`config.mk`:
```
export PLATFORM = sky130hd
export DESIGN_NAME = fir_seq_ctrl
export DESIGN_NICKNAME = d
export VERILOG_FILES = /design/src/rtl/fir_seq_ctrl.sv
export SDC_FILE = /design/constraint.sdc
export NUM_CORES = 1
export LEC_CHECK = 0
export CELL_PAD_IN_SITES_DETAIL_PLACEMENT = 0
export CELL_PAD_IN_SITES_GLOBAL_PLACEMENT = 1
export CORE_ASPECT_RATIO = 1.1
export CORE_MARGIN = 1.5
export CORE_UTILIZATION = 35
export CTS_CLUSTER_SIZE = 40
export DETAILED_ROUTE_END_ITERATION = 16
export PLACE_DENSITY_LB_ADDON = 0.1
export SLEW_MARGIN = 20
export SYNTH_ARGS = -nofsm -noshare
export SYNTH_HDL_FRONTEND = slang
export SYNTH_SLANG_ARGS = --single-unit
export TNS_END_PERCENT = 5
```
`constraint.sdc`:
```
create_clock -name clock -period 2 [get_ports clock]
set_input_delay 0.3 -clock clock [delete_from_list [all_inputs] [get_ports clock]]
set_output_delay 0.3 -clock clock [all_outputs]
set_load 0.005 [all_outputs]
```
`src/rtl/fir_seq_ctrl.sv`:
```
// Sequencer for a single-MAC, time-multiplexed FIR: circular history RAM, coefficient ROM and MAC strobes.
// Optional macro FIR_OVERRUN_EN adds clear_ovr/overrun, a sticky flag for samples offered while not ready.
module fir_seq_ctrl #(
  parameter int TAPS    = 8,
  parameter int ADDR_W  = 3,
  parameter int MAC_LAT = 2
) (
  input  logic              clock,
  input  logic              reset,
  input  logic              valid_in,
  output logic              ready_in,
  input  logic              flush,
  output logic [ADDR_W-1:0] rom_address,
  output logic [ADDR_W-1:0] ram_address,
  output logic              we,
  output logic              zero_sel,
  output logic              en,
  output logic              mac_init,
  output logic              mac_last,
`ifdef FIR_OVERRUN_EN
  input  logic              clear_ovr,
  output logic              overrun,
`endif
  output logic              valid_out
);

  localparam logic [ADDR_W-1:0] LAST_K = ADDR_W'(TAPS - 1);
  localparam logic [ADDR_W-1:0] TAPS_M = ADDR_W'(TAPS);
  localparam logic [ADDR_W-1:0] ONE    = ADDR_W'(1);
  localparam logic [2:0]        LAT_W  = 3'(MAC_LAT);

  typedef enum logic [1:0] {IDLE, ACCUM, DRAIN, FLUSH} state_t;

  state_t            state_q, state_d;
  logic [ADDR_W-1:0] k_q, k_d, wr_ptr_q, wr_ptr_d, k_nxt;
  logic [2:0]        lat_q, lat_d;
  logic              ready_q, ready_d, we_q, we_d, zero_q, zero_d, en_q, en_d;
  logic              init_q, init_d, last_q, last_d, vout_q, vout_d;
  logic [ADDR_W-1:0] rom_q, rom_d, ram_q, ram_d;
`ifdef FIR_OVERRUN_EN
  logic              ovr_q, ovr_d;
`endif

  // (wp - k) mod TAPS; the wrapped sum is always below TAPS, so ADDR_W-bit arithmetic is exact.
  function automatic logic [ADDR_W-1:0] tap_addr(input logic [ADDR_W-1:0] wp,
                                                 input logic [ADDR_W-1:0] k);
    logic [ADDR_W-1:0] res;
    if (wp >= k) begin
      res = wp - k;
    end else begin
      res = wp + TAPS_M - k;
    end
    return res;
  endfunction

  assign k_nxt = k_q + ONE;

  // Next state and the next value of every registered output.
  always_comb begin
    state_d  = state_q;
    k_d      = k_q;
    lat_d    = lat_q;
    wr_ptr_d = wr_ptr_q;
    ready_d  = 1'b0;
    rom_d    = '0;
    ram_d    = '0;
    we_d     = 1'b0;
    zero_d   = 1'b0;
    en_d     = 1'b0;
    init_d   = 1'b0;
    last_d   = 1'b0;
    vout_d   = 1'b0;
    case (state_q)
      IDLE: begin
        if (flush) begin
          state_d = FLUSH;
          k_d     = '0;
          we_d    = 1'b1;
          zero_d  = 1'b1;
        end else if (valid_in && ready_q) begin
          state_d = ACCUM;
          k_d     = '0;
          en_d    = 1'b1;
          we_d    = 1'b1;
          init_d  = 1'b1;
          ram_d   = wr_ptr_q;
        end else begin
          ready_d = 1'b1;
        end
      end
      ACCUM: begin
        if (k_q == LAST_K) begin
          wr_ptr_d = (wr_ptr_q == LAST_K) ? '0 : wr_ptr_q + ONE;
          if (MAC_LAT == 0) begin
            state_d = IDLE;
            vout_d  = 1'b1;
            ready_d = 1'b1;
          end else begin
            state_d = DRAIN;
            lat_d   = 3'd1;
          end
        end else begin
          k_d    = k_nxt;
          en_d   = 1'b1;
          rom_d  = k_nxt;
          ram_d  = tap_addr(wr_ptr_q, k_nxt);
          last_d = (k_nxt == LAST_K);
        end
      end
      DRAIN: begin
        if (lat_q == LAT_W) begin
          state_d = IDLE;
          vout_d  = 1'b1;
          ready_d = 1'b1;
        end else begin
          lat_d = lat_q + 3'd1;
        end
      end
      FLUSH: begin
        if (k_q == LAST_K) begin
          state_d  = IDLE;
          wr_ptr_d = '0;
          ready_d  = 1'b1;
        end else begin
          k_d    = k_nxt;
          we_d   = 1'b1;
          zero_d = 1'b1;
          ram_d  = k_nxt;
        end
      end
      default: begin
        state_d = IDLE;
        ready_d = 1'b1;
      end
    endcase
  end

`ifdef FIR_OVERRUN_EN
  // Sticky overrun: a blocked offer sets it and takes priority over clear.
  always_comb begin
    ovr_d = ovr_q;
    if (valid_in && !ready_q) begin
      ovr_d = 1'b1;
    end else if (clear_ovr) begin
      ovr_d = 1'b0;
    end else begin
      ovr_d = ovr_q;
    end
  end

  // Overrun flag register.
  always_ff @(posedge clock or posedge reset) begin
    if (reset) begin
      ovr_q <= 1'b0;
    end else begin
      ovr_q <= ovr_d;
    end
  end

  assign overrun = ovr_q;
`endif

  // State, counters and registered outputs.
  always_ff @(posedge clock or posedge reset) begin
    if (reset) begin
      state_q  <= IDLE;
      k_q      <= '0;
      lat_q    <= 3'd0;
      wr_ptr_q <= '0;
      ready_q  <= 1'b0;
      rom_q    <= '0;
      ram_q    <= '0;
      we_q     <= 1'b0;
      zero_q   <= 1'b0;
      en_q     <= 1'b0;
      init_q   <= 1'b0;
      last_q   <= 1'b0;
      vout_q   <= 1'b0;
    end else begin
      state_q  <= state_d;
      k_q      <= k_d;
      lat_q    <= lat_d;
      wr_ptr_q <= wr_ptr_d;
      ready_q  <= ready_d;
      rom_q    <= rom_d;
      ram_q    <= ram_d;
      we_q     <= we_d;
      zero_q   <= zero_d;
      en_q     <= en_d;
      init_q   <= init_d;
      last_q   <= last_d;
      vout_q   <= vout_d;
    end
  end

  assign ready_in    = ready_q;
  assign rom_address = rom_q;
  assign ram_address = ram_q;
  assign we          = we_q;
  assign zero_sel    = zero_q;
  assign en          = en_q;
  assign mac_init    = init_q;
  assign mac_last    = last_q;
  assign valid_out   = vout_q;

endmodule

```
==> impl_metrics.json, run 1 <==
{
  "drive_gt1_frac": 0.123,
  "synth_xor_area_frac": 0.0203,
  "grt_max_degree": 25,
  "gp_congestion": 0.780,
  "dieArea_sq_um": 4070,
  "dp_hpwl_microns": 1900,
  "maxCapViolations": 0,
  "cts_inserted_buffers": 3,
  "r2r-start": "k_q[1]",
  "via_per_inst": 4.86,
  "timing.setup.tns_ps": 0,
  "synthCells": 126,
  "status": "finished, final reports clean",
  "slew_violations": 0,
  "irDropWorstVdd_mv": 0.518,
  "startpoint": "k_q[1]",
  "dp_cells": 190,
  "hold_path.class": "in2async",
  "finalCritPeriodShare": 0.918,
  "combPwrFrac": 0.499,
  "ant_nets": 0,
  "path_clk_slew_ps": 150,
  "seq_power_share": 0.331,
  "synth_top_family_by_area": "compound AO/OA/AOI/OAI gates",
  "routed_wirelength_microns": 2600,
  "grt_pass1_vias": 887,
  "rows": 22,
  "min_period_ps": 1840,
  "setup_violations": 0,
  "htreeDepth": 1,
  "synthAdderAreaFrac": 0.126,
  "clkPwrFrac": 0.170,
  "nNetsFinal": 164,
  "clkLatencyLatePin_ps": 330,
  "cp-start-kind": "flop",
  "p_leak_nw": 0.773,
  "cts_buffer_depth": 2,
  "fin_util": 0.461,
  "max_freq_mhz": 544,
  "cp_max_fo": 9,
  "portBuffers": 16,
  "vias": 943,
  "synth.cell_area_sq_um": 1290,
  "cts.sinks": 24,
  "synthSimpleGateAreaFrac": 0.135,
  "power_switching_w": 0.000774,
  "wl_per_cell_microns": 13.4,
  "area_growth_pct": 22.7,
  "stdcell_count": 194,
  "cts_resized": 0,
  "rsz0062_at_grt": "no",
  "p_int_w": 0.00137,
  "hold_violations": 0,
  "drt_iter0_markers": 45,
  "slew_headroom": 0.760,
  "route.detailed.drc": 0,
  "synth_flop_cell": "dfrtp_1",
  "critPathKind": "reg2reg",
  "hold_buffers": 0,
  "core-area_sq_um": 3440,
  "seq_area_frac_synth": 0.465,
  "synth_compound_area_frac": 0.142,
  "syn_nets": 143,
  "fp.dieW_microns": 60.9,
  "antenna_found_initial": 0,
  "synthDistinctLibCells": 34,
  "gr-total-overflow": 0,
  "firstDrtPassIters": 4,
  "ys_ff_latch": 24,
  "cts_tree": "built",
  "syn_area_per_cell_sq_um": 10.3,
  "postCtsSetupRepairBufs": 0,
  "muxShareOfSynthArea": 0.0484,
  "crit_path_end_kind": "flop",
  "power_density_nw_per_um2": 1350,
  "switching_share": 0.361,
  "cts_root_buffer": "clkbuf_4",
  "worst_pin_slew_ps": 360,
  "cp.arrival_ps": 2060,
  "initial_utilization": 0.376,
  "worstPathRequired_ps": 2230,
  "skew_ps": 13.2,
  "io_pins": 17,
  "fp.dieH_microns": 66.7,
  "grt_use_total": 0.143,
  "antenna_cells": 0,
  "synth-edff-count": 0,
  "yosysWarnings": 0,
  "async_flop_share": 1.00,
  "grt_pass1_wl_microns": 4280
}
[kinds of logic after synthesis]
kind of cell | Yosys count
muxes | 5
buffers and inverters | 20
DFF | 24
xor gates and xnor gates | 3
adders and majority gates | 13
and+or+nand+nor | 33
AOI/OAI and AO/OA | 28
[flip-flops by register name (all words and copies together), names as in the netlist]
register	count
k_q	3
lat_q	3
ram_address	3
rom_address	3
wr_ptr_q	3
state_q	2
en	1
mac_init	1
mac_last	1
ready_in	1
valid_out	1
we	1
zero_sel	1
[layer usage]
metal  track usage  part of all wire  vias to the layer above
met5             0                 0                        -
met2         0.226              0.49                       12
li1              -                 -                      466
met3        0.0233             0.018                        2
met4        0.0571            0.0085                        0
met1         0.193              0.48                      463
[cells in the final DEF, fill, tap and decap left out, types with 2 or more instances in the layout]
cell,Yosys,final
xnor2_1,2,2
clkdlybuf4s50_1,0,16
inv_1,15,15
nand2_1,6,6
buf_4,1,4
nand3_1,3,3
and3_1,2,2
o21ai_0,4,4
a21oi_1,10,10
ha_1,13,12
a2bb2oi_1,2,2
nor2_1,10,10
mux2_4,2,2
o22ai_1,5,5
clkbuf_4,0,3
dfrtp_1,24,24
mux2_1,2,2
nand2b_1,4,4
nand2_2,2,2
[power by group through the flow]
stage	Clock (W)	Combinational, W	Sequential [W]
after floorplan	0	0.000730	0.000709
after global placement	0	0.00104	0.000711
after detailed placement	0	0.00105	0.000720
after CTS	0.000370	0.00106	0.000708
after global routing	0.000391	0.00119	0.000726
final	0.000364	0.00107	0.000709
[critical path: stages, from the launching register on]
cell and delay [ps]:
dfrtp_1 460, ha_1 180, ha_1 330, nand2b_1 340
inv_1 100, a222oi_1 270, nor2_1 70
[worst paths after layout]
kind / end / slack, ps / depth (start not counted)
worst max-delay path: ram_address[2] / 160 / 6
worst min-delay path: en / 290 / 3
worst max register to register: ram_address[2] / 160 / 6
worst min register to register: rom_address[0] / 510 / 1
max in group asynchronous: state_q[0] / 1450 / 3
min in group clock: rom_address[0] / 510 / 1
[Yosys cell counts, types with 2 or more instances]
master      n  area (sq um)
dfrtp_1    24           601
inv_1      15          56.3
ha_1       13           163
a21oi_1    10          50.1
nor2_1     10          37.5
nand2_1     6          22.5
o22ai_1     5          31.3
nand2b_1    4          25.0
o21ai_0     4          20.0
buf_2       3          15.0
nand3_1     3          15.0
a2bb2oi_1   2          17.5
and3_1      2          12.5
mux2_1      2          22.5
mux2_4      2          30.0
nand2_2     2          12.5
xnor2_1     2          17.5
[metrics by stage]
step                      setup WS (ps)  cell area (sq um)  power, W  hold slack, ps
after global placement              175               1520   0.00175             493
final                               163               1590   0.00214             293
after global routing               1.88               1590   0.00231             326
after floorplan                     252               1290   0.00144             315
after CTS                          96.6               1570   0.00213             307
after detailed placement            124               1520   0.00177             510
[layout make-up]
cell class	count	area, sq um
Multi-Input combinational cell	82	622
Clock inverter	1	30.0
Fill cell	341	1860
Timing Repair Buffer	20	190
Clock buffer	3	22.5
Tap cell	48	60.1
Inverter	16	60.1
Sequential cell	24	601
Power figures use the tool's default switching activity.
==> inputs of run 2 (changes only) <==
Settings changed: GPL_ROUTABILITY_DRIVEN set to 0.
==> results of run 2 <==
Same layout as run 1: the final DEF is identical, and so are final timing and power.
==> inputs of run 3 (changes only) <==
Settings changed: ABC_CLOCK_PERIOD_IN_PS set to 2000, GPL_ROUTABILITY_DRIVEN 0 to unset.
==> results of run 3 <==
Same layout as run 1: the final DEF is identical, and so are final timing and power.
